### src/rtl/lc3_mem_arbiter.sv
// Two-port arbiter sharing the LC-3 memory handshake between instruction fetch (port 0) and data (port 1).
// Optional access watchdog enabled by defining LC3_MEM_ARB_TIMEOUT_EN.
module lc3_mem_arbiter #(
  parameter int unsigned AW          = 16,
  parameter int unsigned DW          = 16,
  parameter int unsigned ARB_MODE    = 1,
  parameter int unsigned TIMEOUT_CYC = 64
) (
  input  logic          clk,
  input  logic          rst_n,
  input  logic          rq0_valid,
  input  logic          rq0_we,
  input  logic [AW-1:0] rq0_addr,
  input  logic [DW-1:0] rq0_wdata,
  output logic          rq0_gnt,
  output logic          rq0_done,
  output logic [DW-1:0] rq0_rdata,
  input  logic          rq1_valid,
  input  logic          rq1_we,
  input  logic [AW-1:0] rq1_addr,
  input  logic [DW-1:0] rq1_wdata,
  output logic          rq1_gnt,
  output logic          rq1_done,
  output logic [DW-1:0] rq1_rdata,
  output logic          err,
  output logic          mem_re,
  output logic          mem_we,
  output logic [AW-1:0] mem_addr,
  output logic [DW-1:0] mem_wdata,
  input  logic [DW-1:0] mem_rdata,
  input  logic          mem_ready,
  output logic [15:0]   txn_count
);

  typedef enum logic [0:0] {StIdle, StAccess} state_e;

  state_e        state_q, state_d;
  logic          gnt0_q, gnt0_d, gnt1_q, gnt1_d;
  logic          done0_q, done0_d, done1_q, done1_d;
  logic [DW-1:0] rdata0_q, rdata0_d, rdata1_q, rdata1_d;
  logic          err_q, err_d;
  logic          re_q, re_d, we_q, we_d;
  logic [AW-1:0] addr_q, addr_d;
  logic [DW-1:0] wdata_q, wdata_d;
  logic [15:0]   txn_q, txn_d;
  logic          last_q, last_d;
  logic          owner_q, owner_d;
  logic          pick1;
`ifdef LC3_MEM_ARB_TIMEOUT_EN
  logic [15:0]   wdog_q, wdog_d;
`endif

  // Port 1 wins only if port 0 is idle, or on a round-robin tie after port 0 last won.
  assign pick1 = rq1_valid && (!rq0_valid || ((ARB_MODE == 1) && (last_q == 1'b0)));

  always_comb begin
    state_d  = state_q;
    gnt0_d   = 1'b0;
    gnt1_d   = 1'b0;
    done0_d  = 1'b0;
    done1_d  = 1'b0;
    err_d    = 1'b0;
    rdata0_d = rdata0_q;
    rdata1_d = rdata1_q;
    re_d     = re_q;
    we_d     = we_q;
    addr_d   = addr_q;
    wdata_d  = wdata_q;
    txn_d    = txn_q;
    last_d   = last_q;
    owner_d  = owner_q;
`ifdef LC3_MEM_ARB_TIMEOUT_EN
    wdog_d   = wdog_q;
`endif
    unique case (state_q)
      StIdle: begin
        if (rq0_valid || rq1_valid) begin
          state_d = StAccess;
          owner_d = pick1;
          last_d  = pick1;
          gnt0_d  = !pick1;
          gnt1_d  = pick1;
          re_d    = pick1 ? !rq1_we : !rq0_we;
          we_d    = pick1 ? rq1_we : rq0_we;
          addr_d  = pick1 ? rq1_addr : rq0_addr;
          wdata_d = pick1 ? rq1_wdata : rq0_wdata;
`ifdef LC3_MEM_ARB_TIMEOUT_EN
          wdog_d  = '0;
`endif
        end
      end
      StAccess: begin
        if (mem_ready) begin
          state_d = StIdle;
          re_d    = 1'b0;
          we_d    = 1'b0;
          done0_d = !owner_q;
          done1_d = owner_q;
          txn_d   = txn_q + 16'd1;
          if (re_q) begin
            if (owner_q) rdata1_d = mem_rdata;
            else         rdata0_d = mem_rdata;
          end
        end
`ifdef LC3_MEM_ARB_TIMEOUT_EN
        else if (wdog_q == 16'(TIMEOUT_CYC - 1)) begin
          state_d = StIdle;
          re_d    = 1'b0;
          we_d    = 1'b0;
          done0_d = !owner_q;
          done1_d = owner_q;
          err_d   = 1'b1;
          if (owner_q) rdata1_d = DW'(16'hDEAD);
          else         rdata0_d = DW'(16'hDEAD);
        end else begin
          wdog_d = wdog_q + 16'd1;
        end
`endif
      end
      default: state_d = StIdle;
    endcase
  end

  always_ff @(posedge clk) begin
    if (!rst_n) begin
      state_q  <= StIdle;
      gnt0_q   <= 1'b0;
      gnt1_q   <= 1'b0;
      done0_q  <= 1'b0;
      done1_q  <= 1'b0;
      rdata0_q <= '0;
      rdata1_q <= '0;
      err_q    <= 1'b0;
      re_q     <= 1'b0;
      we_q     <= 1'b0;
      addr_q   <= '0;
      wdata_q  <= '0;
      txn_q    <= '0;
      last_q   <= 1'b1;
      owner_q  <= 1'b0;
`ifdef LC3_MEM_ARB_TIMEOUT_EN
      wdog_q   <= '0;
`endif
    end else begin
      state_q  <= state_d;
      gnt0_q   <= gnt0_d;
      gnt1_q   <= gnt1_d;
      done0_q  <= done0_d;
      done1_q  <= done1_d;
      rdata0_q <= rdata0_d;
      rdata1_q <= rdata1_d;
      err_q    <= err_d;
      re_q     <= re_d;
      we_q     <= we_d;
      addr_q   <= addr_d;
      wdata_q  <= wdata_d;
      txn_q    <= txn_d;
      last_q   <= last_d;
      owner_q  <= owner_d;
`ifdef LC3_MEM_ARB_TIMEOUT_EN
      wdog_q   <= wdog_d;
`endif
    end
  end

  assign rq0_gnt   = gnt0_q;
  assign rq1_gnt   = gnt1_q;
  assign rq0_done  = done0_q;
  assign rq1_done  = done1_q;
  assign rq0_rdata = rdata0_q;
  assign rq1_rdata = rdata1_q;
  assign err       = err_q;
  assign mem_re    = re_q;
  assign mem_we    = we_q;
  assign mem_addr  = addr_q;
  assign mem_wdata = wdata_q;
  assign txn_count = txn_q;

endmodule

### config.mk
export PLATFORM = sky130hd
export DESIGN_NAME = lc3_mem_arbiter
export DESIGN_NICKNAME = d
export VERILOG_FILES = /design/src/rtl/lc3_mem_arbiter.sv
export SDC_FILE = /design/constraint.sdc
export NUM_CORES = 1
export LEC_CHECK = 0
export ABC_AREA = 1
export ABC_CLOCK_PERIOD_IN_PS = 1200
export BUFFER_PORTS_ARGS = -buffer_cell sky130_fd_sc_hd__buf_4
export CORE_MARGIN = 5
export CORE_UTILIZATION = 40
export DETAILED_ROUTE_END_ITERATION = 12
export PLACE_DENSITY_LB_ADDON = 0.2
export SKIP_CTS_REPAIR_TIMING = 1
export SLEW_MARGIN = 20
export SYNTH_ARGS = -nofsm -noshare
export SYNTH_HDL_FRONTEND = slang
export SYNTH_SLANG_ARGS = --single-unit
### constraint.sdc
create_clock -name clk -period 1.2 [get_ports clk]
set_input_delay 0.12 -clock clk [delete_from_list [all_inputs] [get_ports clk]]
set_output_delay 0.12 -clock clk [all_outputs]
set_load 0.02 [all_outputs]
==> results_tabular.tex <==
\begin{tabular}{lr}
\hline
Metric & Value \\
\hline
\multicolumn{2}{l}{\textbf{CTS}} \\
\quad Clock Tree Root & clkbuf\_8 \\
\quad Number of buffers on the longest clock path & 2 \\
\quad Clock insertion delay at the later pin of the skew report & 0.35 ns \\
\quad Maximum level of the CTS H-tree & 3 \\
\quad Clock-pin slew of the registers on the worst-case setup and hold paths & 0.09 ns \\
\quad CTS tree & yes \\
\quad Number of buffers added by the clock tree synthesis step & 9 \\
\quad Clock sink count & 89 \\
\multicolumn{2}{l}{\textbf{Timing}} \\
\quad Final Cycle Share & 107\% \\
\quad Max Slew Vio Count & 0 \\
\quad Worst clock skew & 0.00903 ns \\
\quad Achievable clock frequency & 778 MHz \\
\quad Endpoints failing setup & 23 \\
\quad Setup WS post-layout & -0.0859 ns \\
\quad RSZ-0062 raised after global routing & yes \\
\quad Shortest clock period the worst path allows after layout & 1.29 ns \\
\quad Number of hold violations in the final report & 0 \\
\multicolumn{2}{l}{\textbf{Drt}} \\
\quad Wire length on met3 & 1.09 mm \\
\quad Number of search-and-repair iterations in the first detailed-routing pass & 4 \\
\quad Detailed-route DRC error count & 0 \\
\quad Wire length per cell after detailed routing & 14.3 microns \\
\quad Via density per instance & 4.97 \\
\quad Number of nets still failing antenna checks after routing & 0 \\
\quad Highest routing layer actually used & met4 \\
\quad Routed via count & around 3800 \\
\quad Wire length on met1 & 4.43 mm \\
\quad Initial drt markers & $\sim$130 \\
\quad Final Routed Wirelength & 11.0 mm \\
\quad Length of routed met2 wiring & 5.42 mm \\
\multicolumn{2}{l}{\textbf{Final layout}} \\
\quad Post-synthesis to final-layout area growth & 56.6\% \\
\quad Final cell utilization of the core & between 60\% and 70\% \\
\quad Final instance count without filler cells & 771 \\
\quad Most frequent standard cell in the layout excluding fill and tap cells & buf\_4 \\
\quad Final instance area & around 0.0056 sq mm \\
\quad Nets@finish & 746 \\
\quad Area used by multi-input combinational logic & 0.00163 sq mm \\
\quad Layout cells sized above 1 & 38.3\% \\
\quad Antenna diode count & 0 \\
\quad Flip-flop and latch area & about 0.0018 sq mm \\
\quad Number of fill cells & around 760 \\
\quad Commonest non-fill, non-tap cells in the layout & 186 x buf\_4, 100 x nand2\_1, 82 x nor2\_1 \\
\multicolumn{2}{l}{\textbf{Worst setup path}} \\
\quad Standard cell with the maximum stage delay on the critical path & dfxtp\_4 \\
\quad Endpoint required time on the critical path & 1.45 ns \\
\quad Endpoint class of the critical path & flip-flop \\
\quad Maximum fanout count along the critical path & 5 \\
\quad Classification of the worst setup path & reg2reg \\
\quad Critical path cell sequence & buf\_6 -> nand2\_1 -> nor2\_1 -> nand2\_2 -> nor2\_4 -> nand4\_1 -> nand2\_1 -> nor2\_1 \\
\quad CP delay by family, top & simple AND/OR/NAND/NOR gates \\
\quad Crit path launch type & flip-flop \\
\quad Endpoint arrival time on the critical path & 1.53 ns \\
\quad Buffering stage count on the worst path with inverters included & 1 \\
\quad Worst stage delay on the critical path & 0.38 ns \\
\multicolumn{2}{l}{\textbf{Outcome}} \\
\quad Result of the run & complete, but fails checks \\
\quad Failing checks & setup timing \\
\multicolumn{2}{l}{\textbf{Floorplanning}} \\
\quad Core Region & roughly 0.0087 sq mm \\
\quad DIE AREA & roughly 0.011 sq mm \\
\quad Initial Utilization & between 40\% and 50\% \\
\quad Die X & 104 microns \\
\quad Die outline height & around 100 microns \\
\quad Row count & 34 \\
\quad Number of placed I/O pins & between 150 and 200 \\
\multicolumn{2}{l}{\textbf{Global route}} \\
\quad Initial antenna violation count & 0 \\
\quad Vias in the first global route & 3447 \\
\quad Pin count of the biggest net entering global routing & 55 \\
\quad Global-route wire length before repair & 16.5 mm \\
\quad Global router's overall resource usage & 18.3\% \\
\quad Residual overflow from global routing & 0 \\
\multicolumn{2}{l}{\textbf{Place}} \\
\quad Total half-perimeter wirelength after legalization and detailed placement & 7.78 mm \\
\quad Inst Count DP & 747 \\
\quad Total placed instance area & 0.00507 sq mm \\
\quad Routability congestion estimate & approximately 0.84 \\
\quad IO Port Bufs & approximately 170 \\
\multicolumn{2}{l}{\textbf{Synth}} \\
\quad Post-Syn Instances & 474 \\
\quad Most used flip-flop cell after synthesis & dfxtp\_1 \\
\quad Post-Synthesis Cell Area & 0.00354 sq mm \\
\quad Top area cells in the synthesized netlist & dfxtp\_1 50\%, nand2\_1 11\%, o21ai\_0 10\% \\
\quad Netlist cell types & 29 \\
\quad Per-instance average area after synthesis & 7.48 sq um \\
\quad Cell taking the most area after synthesis & dfxtp\_1 \\
\quad Number of nets in the synthesized netlist & 562 \\
\quad Count of flip-flops with a built-in enable after synthesis & 0 \\
\quad Synth Warn \# & 0 \\
\quad Sequential-to-total area share from yosys stat & between 50\% and 60\% \\
\quad Async set-reset flop share out of synthesis & 0\% \\
\quad Synthesized flop and latch total & 89 \\
\quad Share of Yosys cell area claimed by the top area cell type & 50.3\% \\
\multicolumn{2}{l}{\textbf{Power}} \\
\quad Total Power & 6.79 mW \\
\quad Pwr per Cell Area & 1220 mW/mm\^{}2 \\
\quad Peak ir drop on the vdd network & approximately 0.73 mV \\
\quad Lkg Pwr & 2.56 nW \\
\multicolumn{2}{l}{\textbf{Worst hold path}} \\
\quad Tightest Hold Check Type & in2reg \\
\multicolumn{2}{l}{\textbf{Flow run}} \\
\quad Max-cap viol count & 0 \\
\hline
\end{tabular}
[worst paths after layout]
path                                                 from                    endpoint  slack (ns)  cells past startpoint
worst min register to register  txn_count[6]$_SDFFE_PN0P_   txn_count[6]$_SDFFE_PN0P_        0.46                      1
worst max register to register  txn_count[0]$_SDFFE_PN0P_  txn_count[13]$_SDFFE_PN0P_       -0.09                      8
worst max-delay path            txn_count[0]$_SDFFE_PN0P_  txn_count[13]$_SDFFE_PN0P_       -0.09                      8
worst min-delay path                         mem_rdata[8]   rq1_rdata[8]$_SDFFE_PN0P_        0.01                      3
[power by group]
part | internal (mW) | switching, mW
combinational | 0.633 | 0.662
clock | 1.19 | 1.11
sequential | 3.11 | 0.0924
[state kept, by name (all words and copies together), names as in the netlist]
signal     flops
last_q         1
mem_addr      16
mem_re         1
mem_wdata     16
mem_we         1
owner_q        1
rq0_done       1
rq0_gnt        1
rq0_rdata     16
rq1_done       1
rq1_gnt        1
rq1_rdata     16
state_q        1
txn_count     16
[area by class of cell]
class                   instances  share of cell area (%)
clock buffers                   9                    2.23
clock inverters                 7                    1.85
inverters                      25                    1.92
multi-input cells             333                    29.3
flip-flops and latches         89                    32.4
well taps                     108                    2.43
repair buffers                200                    29.8
[metal layers]
metal,vias to the layer above,global-route usage [%]
met5,-,0
met3,7,8.38
met4,0,5.00
met1,1745,22.1
met2,152,29.4
li1,1929,-
[synth_stat cells (4+ instances only)]
master,instances
nand2_1,104
o21ai_0,71
a31oi_1,32
nor2_1,84
clkbuf_1,11
buf_2,11
dfxtp_1,89
a21oi_1,10
nand3_1,10
inv_1,21
nand3_2,4
nor3_1,4
[stage by stage]
stage                     hold slack [ns]  setup TNS [ns]  setup WS, ns
after global placement              0.377          -0.154       -0.0516
after floorplan                     0.272          -0.160       -0.0480
after CTS                         0.00213          -0.745        -0.122
after detailed placement            0.388          -0.506        -0.124
after global routing              0.00478           -4.67        -0.182
final                              0.0107          -0.539       -0.0859
[logic make-up after synthesis]
| logic type | synth area share (%) |
|---|---|
| flops | 50.3 |
| buf+inv | 6.64 |
| other cells | 0.106 |
| simple gates | 24.9 |
| fa+ha+maj | 0.353 |
| compound gates | 17.7 |
[tightest hold or removal path, cell delays in order]
cell and delay, ns:
buf_4 0.08, o21ai_1 0.06, nor2_1 0.07
No activity file was read; power rests on OpenSTA's default activity.
